### src/rtl/mem_lsu_ctrl.sv
`default_nettype none
// ============================================================================
// Module      : mem_lsu_ctrl
// Description : MEM-stage load/store sequencer. Turns the load or store held
//               in the MEM pipeline register into a single data-bus
//               transaction (req/gnt, then rvalid) and stalls the MEM stage
//               while the access is in flight. Covers byte-lane steering,
//               load sign/zero extension, misalignment detection, bus errors,
//               a request/response timeout and flush-drain of an outstanding
//               response.
// Ports       : clk, rst_n                 clock / async active-low reset
//               req_*_i                    MEM-stage instruction fields
//               flush_i, wb_ready_i        pipeline control
//               lsu_run_o                  MEM stage may advance
//               ld_data_o, bus_err_o       load result / error (valid in DONE)
//               ld_misalign_o/st_misalign_o misaligned access flags (IDLE)
//               dbus_*                     data-bus master interface
// Revision    : 1.0  initial release
// ============================================================================
module mem_lsu_ctrl #(
  parameter int XLEN        = 32,
  parameter int TIMEOUT_CYC = 16
) (
  input  logic            clk,
  input  logic            rst_n,
  input  logic            req_valid_i,
  input  logic            req_ld_i,
  input  logic            req_st_i,
  input  logic [1:0]      req_size_i,
  input  logic            req_unsigned_i,
  input  logic [XLEN-1:0] req_addr_i,
  input  logic [XLEN-1:0] req_wdata_i,
  input  logic            flush_i,
  input  logic            wb_ready_i,
  output logic            lsu_run_o,
  output logic [XLEN-1:0] ld_data_o,
  output logic            ld_misalign_o,
  output logic            st_misalign_o,
  output logic            bus_err_o,
  output logic            dbus_req_o,
  output logic            dbus_we_o,
  output logic [XLEN-1:0] dbus_addr_o,
  output logic [XLEN-1:0] dbus_wdata_o,
  output logic [3:0]      dbus_be_o,
  input  logic            dbus_gnt_i,
  input  logic            dbus_rvalid_i,
  input  logic [XLEN-1:0] dbus_rdata_i,
  input  logic            dbus_err_i
);

  localparam int            CW        = $clog2(TIMEOUT_CYC + 1);
  localparam logic [CW-1:0] C_TO_LAST = CW'(TIMEOUT_CYC - 1);

  localparam logic [1:0] ST_IDLE = 2'd0;
  localparam logic [1:0] ST_REQ  = 2'd1;
  localparam logic [1:0] ST_WAIT = 2'd2;
  localparam logic [1:0] ST_DONE = 2'd3;

  logic [1:0]      r_state;
  logic [1:0]      w_state_nxt;
  logic            r_drop;
  logic            w_drop_nxt;
  logic [CW-1:0]   r_cnt;
  logic [XLEN-1:0] r_addr;
  logic            r_we;
  logic [3:0]      r_be;
  logic [XLEN-1:0] r_wdata;
  logic [1:0]      r_lane;
  logic [1:0]      r_size;
  logic            r_unsigned;
  logic            r_is_load;
  logic [XLEN-1:0] r_ld_data;
  logic            r_bus_err;

  logic            w_mem_op;
  logic            w_is_half;
  logic            w_is_word;
  logic            w_misalign;
  logic            w_start;
  logic            w_timeout;
  logic            w_drop_eff;
  logic            w_rsp_done;
  logic            w_to_done;
  logic [3:0]      w_be;
  logic [XLEN-1:0] w_wdata;
  logic [XLEN-1:0] w_lane_data;
  logic [XLEN-1:0] w_ld_ext;

  // --------------------------------------------------------------------------
  // Request decode
  // --------------------------------------------------------------------------
  assign w_mem_op   = req_valid_i & (req_ld_i | req_st_i);
  assign w_is_half  = (req_size_i == 2'b01);
  assign w_is_word  = req_size_i[1];            // reserved 2'b11 behaves as word
  assign w_misalign = (w_is_half & req_addr_i[0]) |
                      (w_is_word & (req_addr_i[1:0] != 2'b00));
  assign w_start    = (r_state == ST_IDLE) & w_mem_op & ~w_misalign & ~flush_i;

  // Counter holds (cycles spent in REQ/WAIT - 1), so this fires in the last
  // allowed cycle and the transition lands right after it.
  assign w_timeout  = (r_cnt == C_TO_LAST);

  // A flush seen in the same cycle as the response or timeout already counts
  // as a drop.
  assign w_drop_eff = r_drop | flush_i;

  // Store lane steering
  always_comb begin
    w_be    = 4'b1111;
    w_wdata = req_wdata_i;
    case (req_size_i)
      2'b00: begin
        w_be    = 4'b0001 << req_addr_i[1:0];
        w_wdata = {4{req_wdata_i[7:0]}};
      end
      2'b01: begin
        w_be    = 4'b0011 << req_addr_i[1:0];
        w_wdata = {2{req_wdata_i[15:0]}};
      end
      default: begin
        w_be    = 4'b1111;
        w_wdata = req_wdata_i;
      end
    endcase
  end

  // Load extraction from the registered byte lane
  assign w_lane_data = dbus_rdata_i >> {r_lane, 3'b000};

  always_comb begin
    w_ld_ext = w_lane_data;
    case (r_size)
      2'b00:   w_ld_ext = {{(XLEN-8){~r_unsigned & w_lane_data[7]}}, w_lane_data[7:0]};
      2'b01:   w_ld_ext = {{(XLEN-16){~r_unsigned & w_lane_data[15]}}, w_lane_data[15:0]};
      default: w_ld_ext = w_lane_data;
    endcase
  end

  // --------------------------------------------------------------------------
  // FSM: state register
  // --------------------------------------------------------------------------
  always_ff @(posedge clk or negedge rst_n) begin
    if (!rst_n) begin
      r_state <= ST_IDLE;
      r_drop  <= 1'b0;
    end else begin
      r_state <= w_state_nxt;
      r_drop  <= w_drop_nxt;
    end
  end

  // --------------------------------------------------------------------------
  // FSM: next-state logic
  // --------------------------------------------------------------------------
  always_comb begin
    w_state_nxt = r_state;
    w_drop_nxt  = r_drop;
    w_rsp_done  = 1'b0;
    w_to_done   = 1'b0;
    case (r_state)
      ST_IDLE: begin
        w_drop_nxt = 1'b0;
        if (w_start) w_state_nxt = ST_REQ;
      end
      ST_REQ: begin
        if (flush_i && !dbus_gnt_i) begin
          // Request withdrawn before the bus accepted it.
          w_state_nxt = ST_IDLE;
          w_drop_nxt  = 1'b0;
        end else if (w_timeout) begin
          // flush_i here implies gnt: a response may follow but is unwanted.
          w_drop_nxt = 1'b0;
          if (flush_i) begin
            w_state_nxt = ST_IDLE;
          end else begin
            w_state_nxt = ST_DONE;
            w_to_done   = 1'b1;
          end
        end else if (dbus_gnt_i) begin
          w_state_nxt = ST_WAIT;
          w_drop_nxt  = flush_i;
        end
      end
      ST_WAIT: begin
        if (dbus_rvalid_i) begin
          w_drop_nxt = 1'b0;
          if (w_drop_eff) begin
            w_state_nxt = ST_IDLE;
          end else begin
            w_state_nxt = ST_DONE;
            w_rsp_done  = 1'b1;
          end
        end else if (w_timeout) begin
          w_drop_nxt = 1'b0;
          if (w_drop_eff) begin
            w_state_nxt = ST_IDLE;
          end else begin
            w_state_nxt = ST_DONE;
            w_to_done   = 1'b1;
          end
        end else begin
          w_drop_nxt = w_drop_eff;
        end
      end
      ST_DONE: begin
        if (wb_ready_i || flush_i) w_state_nxt = ST_IDLE;
      end
      default: begin
        w_state_nxt = ST_IDLE;
        w_drop_nxt  = 1'b0;
      end
    endcase
  end

  // --------------------------------------------------------------------------
  // FSM: outputs
  // --------------------------------------------------------------------------
  always_comb begin
    dbus_req_o    = 1'b0;
    lsu_run_o     = 1'b0;
    ld_misalign_o = 1'b0;
    st_misalign_o = 1'b0;
    case (r_state)
      ST_IDLE: begin
        lsu_run_o     = ~w_mem_op | w_misalign | flush_i;
        ld_misalign_o = w_mem_op & req_ld_i & w_misalign;
        st_misalign_o = w_mem_op & req_st_i & w_misalign;
      end
      ST_REQ:  dbus_req_o = 1'b1;
      ST_DONE: lsu_run_o  = 1'b1;
      default: lsu_run_o  = 1'b0;
    endcase
  end

  // --------------------------------------------------------------------------
  // Timeout counter
  // --------------------------------------------------------------------------
  always_ff @(posedge clk or negedge rst_n) begin
    if (!rst_n) begin
      r_cnt <= '0;
    end else if (w_start) begin
      r_cnt <= '0;
    end else if ((r_state == ST_REQ) || (r_state == ST_WAIT)) begin
      r_cnt <= r_cnt + CW'(1);
    end
  end

  // --------------------------------------------------------------------------
  // Transaction and result registers
  // --------------------------------------------------------------------------
  always_ff @(posedge clk or negedge rst_n) begin
    if (!rst_n) begin
      r_addr     <= '0;
      r_we       <= 1'b0;
      r_be       <= 4'b0000;
      r_wdata    <= '0;
      r_lane     <= 2'b00;
      r_size     <= 2'b00;
      r_unsigned <= 1'b0;
      r_is_load  <= 1'b0;
      r_ld_data  <= '0;
      r_bus_err  <= 1'b0;
    end else begin
      if (w_start) begin
        r_addr     <= {req_addr_i[XLEN-1:2], 2'b00};
        r_we       <= req_st_i;
        r_be       <= w_be;
        r_wdata    <= w_wdata;
        r_lane     <= req_addr_i[1:0];
        r_size     <= req_size_i;
        r_unsigned <= req_unsigned_i;
        r_is_load  <= req_ld_i;
        r_bus_err  <= 1'b0;
      end
      if (w_rsp_done) begin
        r_bus_err <= dbus_err_i;
        if (r_is_load) r_ld_data <= w_ld_ext;
      end
      if (w_to_done) begin
        r_bus_err <= 1'b1;
      end
    end
  end

  assign dbus_we_o    = r_we;
  assign dbus_addr_o  = r_addr;
  assign dbus_wdata_o = r_wdata;
  assign dbus_be_o    = r_be;
  assign ld_data_o    = r_ld_data;
  assign bus_err_o    = r_bus_err;

endmodule
`default_nettype wire

### config.mk
export PLATFORM = sky130hd
export DESIGN_NAME = mem_lsu_ctrl
export DESIGN_NICKNAME = d
export VERILOG_FILES = /design/src/rtl/mem_lsu_ctrl.sv
export SDC_FILE = /design/constraint.sdc
export NUM_CORES = 1
export LEC_CHECK = 0
export ABC_AREA = 1
export CORE_UTILIZATION = 46
export DETAILED_ROUTE_END_ITERATION = 10
export PLACE_DENSITY = 0.8
export SYNTH_ARGS = -nofsm -noshare
export SYNTH_HDL_FRONTEND = slang
export SYNTH_SLANG_ARGS = --single-unit
### constraint.sdc
create_clock -name clk -period 1.65 [get_ports clk]
set_input_delay 0.495 -clock clk [delete_from_list [all_inputs] [get_ports clk]]
set_output_delay 0.495 -clock clk [all_outputs]
set_load 0.005 [all_outputs]
# Word level (Yosys, flattened, before mapping)

Cells that the tools add are included.

Logic and storage cells: 99
Register bits: 114
Input bits: 109
Output and inout port bits: 106

Reductions and logical operators: 14
Eq/ne operators: 10
$add $sub $neg: 1
Bitwise operators: 21
Multiplexer cells: 37
Shift-type cells: 3

Operators by type and width:

| operator                                                          | number |
|---|---|
| 32-bit one-hot mux with 2 select lines                            | 2 |
| 32-bit by 5-bit right shift with 32-bit output                    | 1 |
| 1-bit two-way mux                                                 | 19 |
| 2-bit two-way mux                                                 | 9 |
| 1-bit AND                                                         | 12 |
| 5-bit two-way mux                                                 | 2 |
| 2-bit one-hot mux with 4 select lines                             | 1 |
| 4-bit one-hot mux with 2 select lines                             | 1 |
| 2-bit by 1-bit == test with 1-bit output, second input constant   | 3 |
| 2-bit zero test                                                   | 3 |
| 3-bit nonzero test                                                | 2 |
| 5-bit by 1-bit adder with 5-bit output, second input constant     | 1 |
| 5-bit by 4-bit == test with 1-bit output, second input constant   | 1 |
| 1-bit OR                                                          | 5 |
| 2-bit == test, second input constant                              | 2 |
| 2-bit inequality test, second input constant                      | 2 |
| 4-bit inequality test, second input constant                      | 1 |
| 1-bit inverter                                                    | 4 |
| 1-bit one-hot mux with 2 select lines                             | 2 |
| 2-bit AND reduction                                               | 2 |
| 4-bit AND reduction                                               | 1 |
| 2-bit nonzero test                                                | 2 |
| 1-bit by 2-bit << shifter with 4-bit output, first input constant | 1 |
| 2-bit by 2-bit << shifter with 4-bit output, first input constant | 1 |
| other kinds (5)                                                   | 6 |

# Logic depth before layout (Yosys ltp)

Depth after elaboration: 9
Mapped depth: 10
Gate-level depth less buffers: 10

# Worst setup path after synthesis

No wires, ideal clock.

Path type: register to output
From: register r_state[0]
To: output lsu_run_o
Stages on the path, launching flop included: 5
Path slack: 0.079 ns
Buffers on the path: 1
Required time: 1.155 ns
Arrival time: 1.076 ns
Path through: dfrtp_1 -> inv_1 -> ha_1 -> clkbuf_1 -> a21oi_1

Cells in the longest elaborated chain, start to end: 2
Elaborated cells on any way between the ends: 3
Classes of those cells: 1 x eq/ne; 1 x mux; 1 x reduce/logical

RTL lines:

| element                                          | line | RTL |
|---|---|---|
| from (decl)                                      | 59   | `logic [1:0] r_state;` |
| from (signal assigned)                           | 147  | `r_state <= w_state_nxt;` |
| 2-bit == test or 2-bit zero test (tied branches) | 223  | `case (r_state)` |
| 1-bit one-hot mux with 2 select lines *          | 223  |  |
| to (decl)                                        | 35   | `output logic lsu_run_o,` |

Every way passes the cells marked *; elsewhere a longest branch is shown, timed or not.

# Worst setup path in the final report

From: input req_size_i[1]
To: register r_wdata[10] (netlist: dbus_wdata_o[10])

Cells in the longest elaborated chain, start to end: 6
Elaborated cells on any way between the ends: 9
Classes of those cells: 1 x eq/ne; 1 x mux; 6 x bitwise; 1 x reduce/logical

RTL lines:

| element                                  | line    | RTL |
|---|---|---|
| from (decl)                              | 29      | `input logic [1:0] req_size_i,` |
| 2-bit by 1-bit == test with 1-bit output | 93, 111 |  |
| 1-bit AND                                | 95      | `assign w_misalign = (w_is_half & req_addr_i[0]) \|` |
| 1-bit OR                                 | 95      |  |
| 1-bit inverter                           | 97      | `assign w_start = (r_state == ST_IDLE) & w_mem_op & ~w_misalign & ~flush_i;` |
| 1-bit AND (2 in series)                  | 97      |  |
| to (signal assigned)                     | 268     | `r_wdata <= w_wdata;` |
| to (decl)                                | 67      | `logic [XLEN-1:0] r_wdata;` |

Parallel ways exist; a longest one is shown, timed or not.
A chain may end at the register's enable or synchronous reset.

==> flow_metrics.tcl <==
set metrics [dict create \
    ant_nets 0 \
    yosysTopAreaCell "dfrtp_1" \
    place_area_um2 8780 \
    startpoint "req_size_i[1]" \
    cts_made_buffers 17 \
    fp-row-count 41 \
    maxUsedRoutingLayer "met4" \
    r2r_start "r_state[1]" \
    met3_length_um 2990 \
    cts_tree "done" \
    ys_seq_area_frac 0.466 \
    worstPathArrival_ns 2.40 \
    synth_area_um2 6120 \
    rsz0062_at_grt "true" \
    cp_num_buf_inv 2 \
    io_buffers 212 \
    endpoint_kind "flip-flop" \
    finalSetupTns_ns -17.54 \
    gp_congestion 0.924 \
    fillers 610 \
    reg2reg_depth 10 \
    path_cells "clkdlybuf4s15_1, buf_4, nor2_2, nand2_1, o21ai_0, nand3_1, nand2_2" \
    cts_sinks 114 \
    clk_latency_ns 0.43 \
    stdcell_area_um2 11000 \
    violations "negative setup slack" \
    grt_pass1_vias 7405 \
    synth_top_area_frac 0.466 \
    path_clk_slew_ns 0.06 \
    p_leak_nw 5.64 \
    core_um2 12800 \
    worst_slew_pin_slew_ns 0.707 \
    worst-setup-path-type "primary input to flip-flop" \
    yosys_warnings 0 \
    grt_usage 0.367 \
    maxCapViolations 0 \
    synth_area_per_cell_um2 7.39 \
    antenna_found_initial 0 \
    slowest_stage "nor2_2" \
    cpLargestDelayFamily "simple AND/OR/NAND/NOR gates" \
    post-route-drc-count 0 \
    synthTopCellsByArea "dfrtp_1 47%, nand2_1 20%, nand3_1 11%, inv_1 3.9%, nor2_1 2.9%" \
    hpwl_um 13200 \
    min_path_type "primary input to async pin" \
    startpoint_type "primary input" \
    synth-seq-cells 114 \
    die-area_um2 13800 \
    cts.root.buffer_cell "clkbuf_16" \
    grt_pass1_wl_um 39300 \
    ir_drop_v 0.00112 \
    start_util 0.478 \
    nets 1244 \
    n_antenna_cell 0 \
    wl_met2_um 14000 \
    cts_buffer_depth 2 \
    die_y_um 117 \
    drtPass1Iterations 5 \
    wl_met1_um 10500 \
    cp-endpoint "dbus_wdata_o[10]" \
    critPathMaxStageDelay_ns 0.59 \
    hold_viol 0 \
    fp.dieW_um 117 \
    wl_per_cell_um 22.6 \
    clock.fmax_ghz 0.489 \
    drt_iter0_markers 937 \
    skew_ns 0.00927 \
    powerDensity_nw_per_um2 1640 \
    grt_max_degree 72 \
    maxSlewViolCount 0 \
    htreeDepth 4 \
    yosysUniqueCellTypes 34 \
    status "finished, violations left" \
    syn2layout_area_growth_pct 79.6 \
    period_share 1.24 \
    avgViaCountPerCell 5.86 \
    slew_headroom 0.528 \
    setup_viol 103 \
    fin_ws_ns -0.393 \
    totalWireLength_um 29600 \
    io_pins 215 \
    syn_inst 829 \
    worstReg2RegEnd "dbus_addr_o[25]" \
    fin_crit_ns 2.04 \
    cp_max_fo 18 \
    cp.depth 7 \
    grt-ovfl-total 0 \
    reg2reg_slack_ns -0.25 \
    crit_required_ns 2.01 \
    drive_gt1_frac 0.332 \
    vias 7673 \
    pre_cts_ws_ns -0.854 \
]
## where the power goes
| group | internal (mW) | total (mW) | leakage [nW] | switching (mW) |
|---|---|---|---|---|
| Sequential | 4.08 | 5.36 | 1.45 | 1.28 |
| Clock | 2.48 | 3.82 | 0.298 | 1.34 |
| Combinational | 4.36 | 8.90 | 3.90 | 4.55 |
| Total | 10.9 | 18.1 | 5.64 | 7.16 |
## cell type report
class	instances	area [um^2]	share of cell area
Sequential cell	114	2860	0.260
Clock inverter	4	70.1	0.00637
Multi-Input combinational cell	599	3670	0.334
Inverter	69	272	0.0247
Tap cell	172	215	0.0196
Timing Repair Buffer	326	3380	0.308
Clock buffer	26	529	0.0481
## per-layer routing
metal | vias to the layer above | global-route usage
met3 | 186 | 0.0919
met1 | 3629 | 0.440
li1 | 3208 | -
met5 | - | 0
met4 | 0 | 0.203
met2 | 650 | 0.602
## cell usage after synthesis
master / instances
nand2_1: 323
nand3_1: 129
dfrtp_1: 114
inv_1: 64
nor2_1: 47
o21ai_0: 23
or2_2: 19
buf_2: 16
clkbuf_1: 13
buf_4: 10
nand2_2: 10
o211ai_1: 9
ha_1: 8
buf_6: 7
inv_2: 5
buf_1: 4
or2_1: 4
a21oi_1: 3
mux2i_1: 2
nand2_4: 2
nand4_1: 2
nand4_2: 2
xor2_1: 2
a21o_1: 1
a22oi_1: 1
a31oi_1: 1
and3_1: 1
conb_1: 1
nand3b_1: 1
nor2_2: 1
nor2_4: 1
nor3_1: 1
o21ai_2: 1
xnor2_1: 1
## cells by family (layout without fill, tap and decap cells)
logic type | after synthesis | after routing | share of synthesized area
compound gates | 39 | 39 | 0.0372
xor+xnor | 3 | 3 | 0.00429
fa+ha+maj | 8 | 8 | 0.0163
buf+inv | 119 | 425 | 0.0909
flops | 114 | 114 | 0.466
mux | 2 | 2 | 0.00327
other cells | 1 | 2 | 0.000612
simple gates | 543 | 545 | 0.382
## metrics by stage
step	std cells	utilization	hold slack, ns	total power, mW
floorplan	830	-	0.199	7.82
finish	1310	0.858	0.0514	18.1
CTS	1310	0.816	0.0738	16.0
global placement	1224	0.684	0.454	11.7
global route	1310	0.858	0.0763	18.8
detailed placement	1224	0.684	0.458	11.8
## flip-flops by register name (all words and copies together), names as in the netlist
name          cells
bus_err_o         1
dbus_addr_o      30
dbus_be_o         4
dbus_wdata_o     32
dbus_we_o         1
ld_data_o        32
r_cnt             5
r_drop            1
r_is_load         1
r_lane            2
r_size            2
r_state           2
r_unsigned        1
## worst min path at each step
stage / end
5_1_grt: dbus_wdata_o[20]
6_report: dbus_addr_o[26]
3_3_place_gp: dbus_addr_o[4]
3_5_place_dp: dbus_wdata_o[0]
2_1_floorplan: bus_err_o
4_1_cts: dbus_wdata_o[17]
## placed cells by master, fill, tap and decap left out, drive strengths merged
cell type / instances
nand2: 337
nand3: 129
buf: 116
dfrtp: 114
clkdlybuf4s50: 99
dlygate4sd2: 98
inv: 68
nor2: 49
clkbuf: 31
o21ai: 24
or2: 23
o211ai: 9
clkdlybuf4s15: 8
ha: 8
nand4: 4
a21oi: 3
clkinv: 3
xor2: 2
mux2i: 2
conb: 2
bufinv: 2
and3: 1
a21o: 1
xnor2: 1
nor3: 1
a31oi: 1
a22oi: 1
nand3b: 1
## what timing repair did
item | 4_1_cts | 5_1_grt
gates cloned | 17 | 4
hold endpoints to repair | 0 | 0
pin swaps | 40 | 52
setup buffers | 41 | 8
setup endpoints to repair | 182 | 111
hold buffers | 0 | 0
resized for setup | 250 | 190
Power figures use the tool's default switching activity.
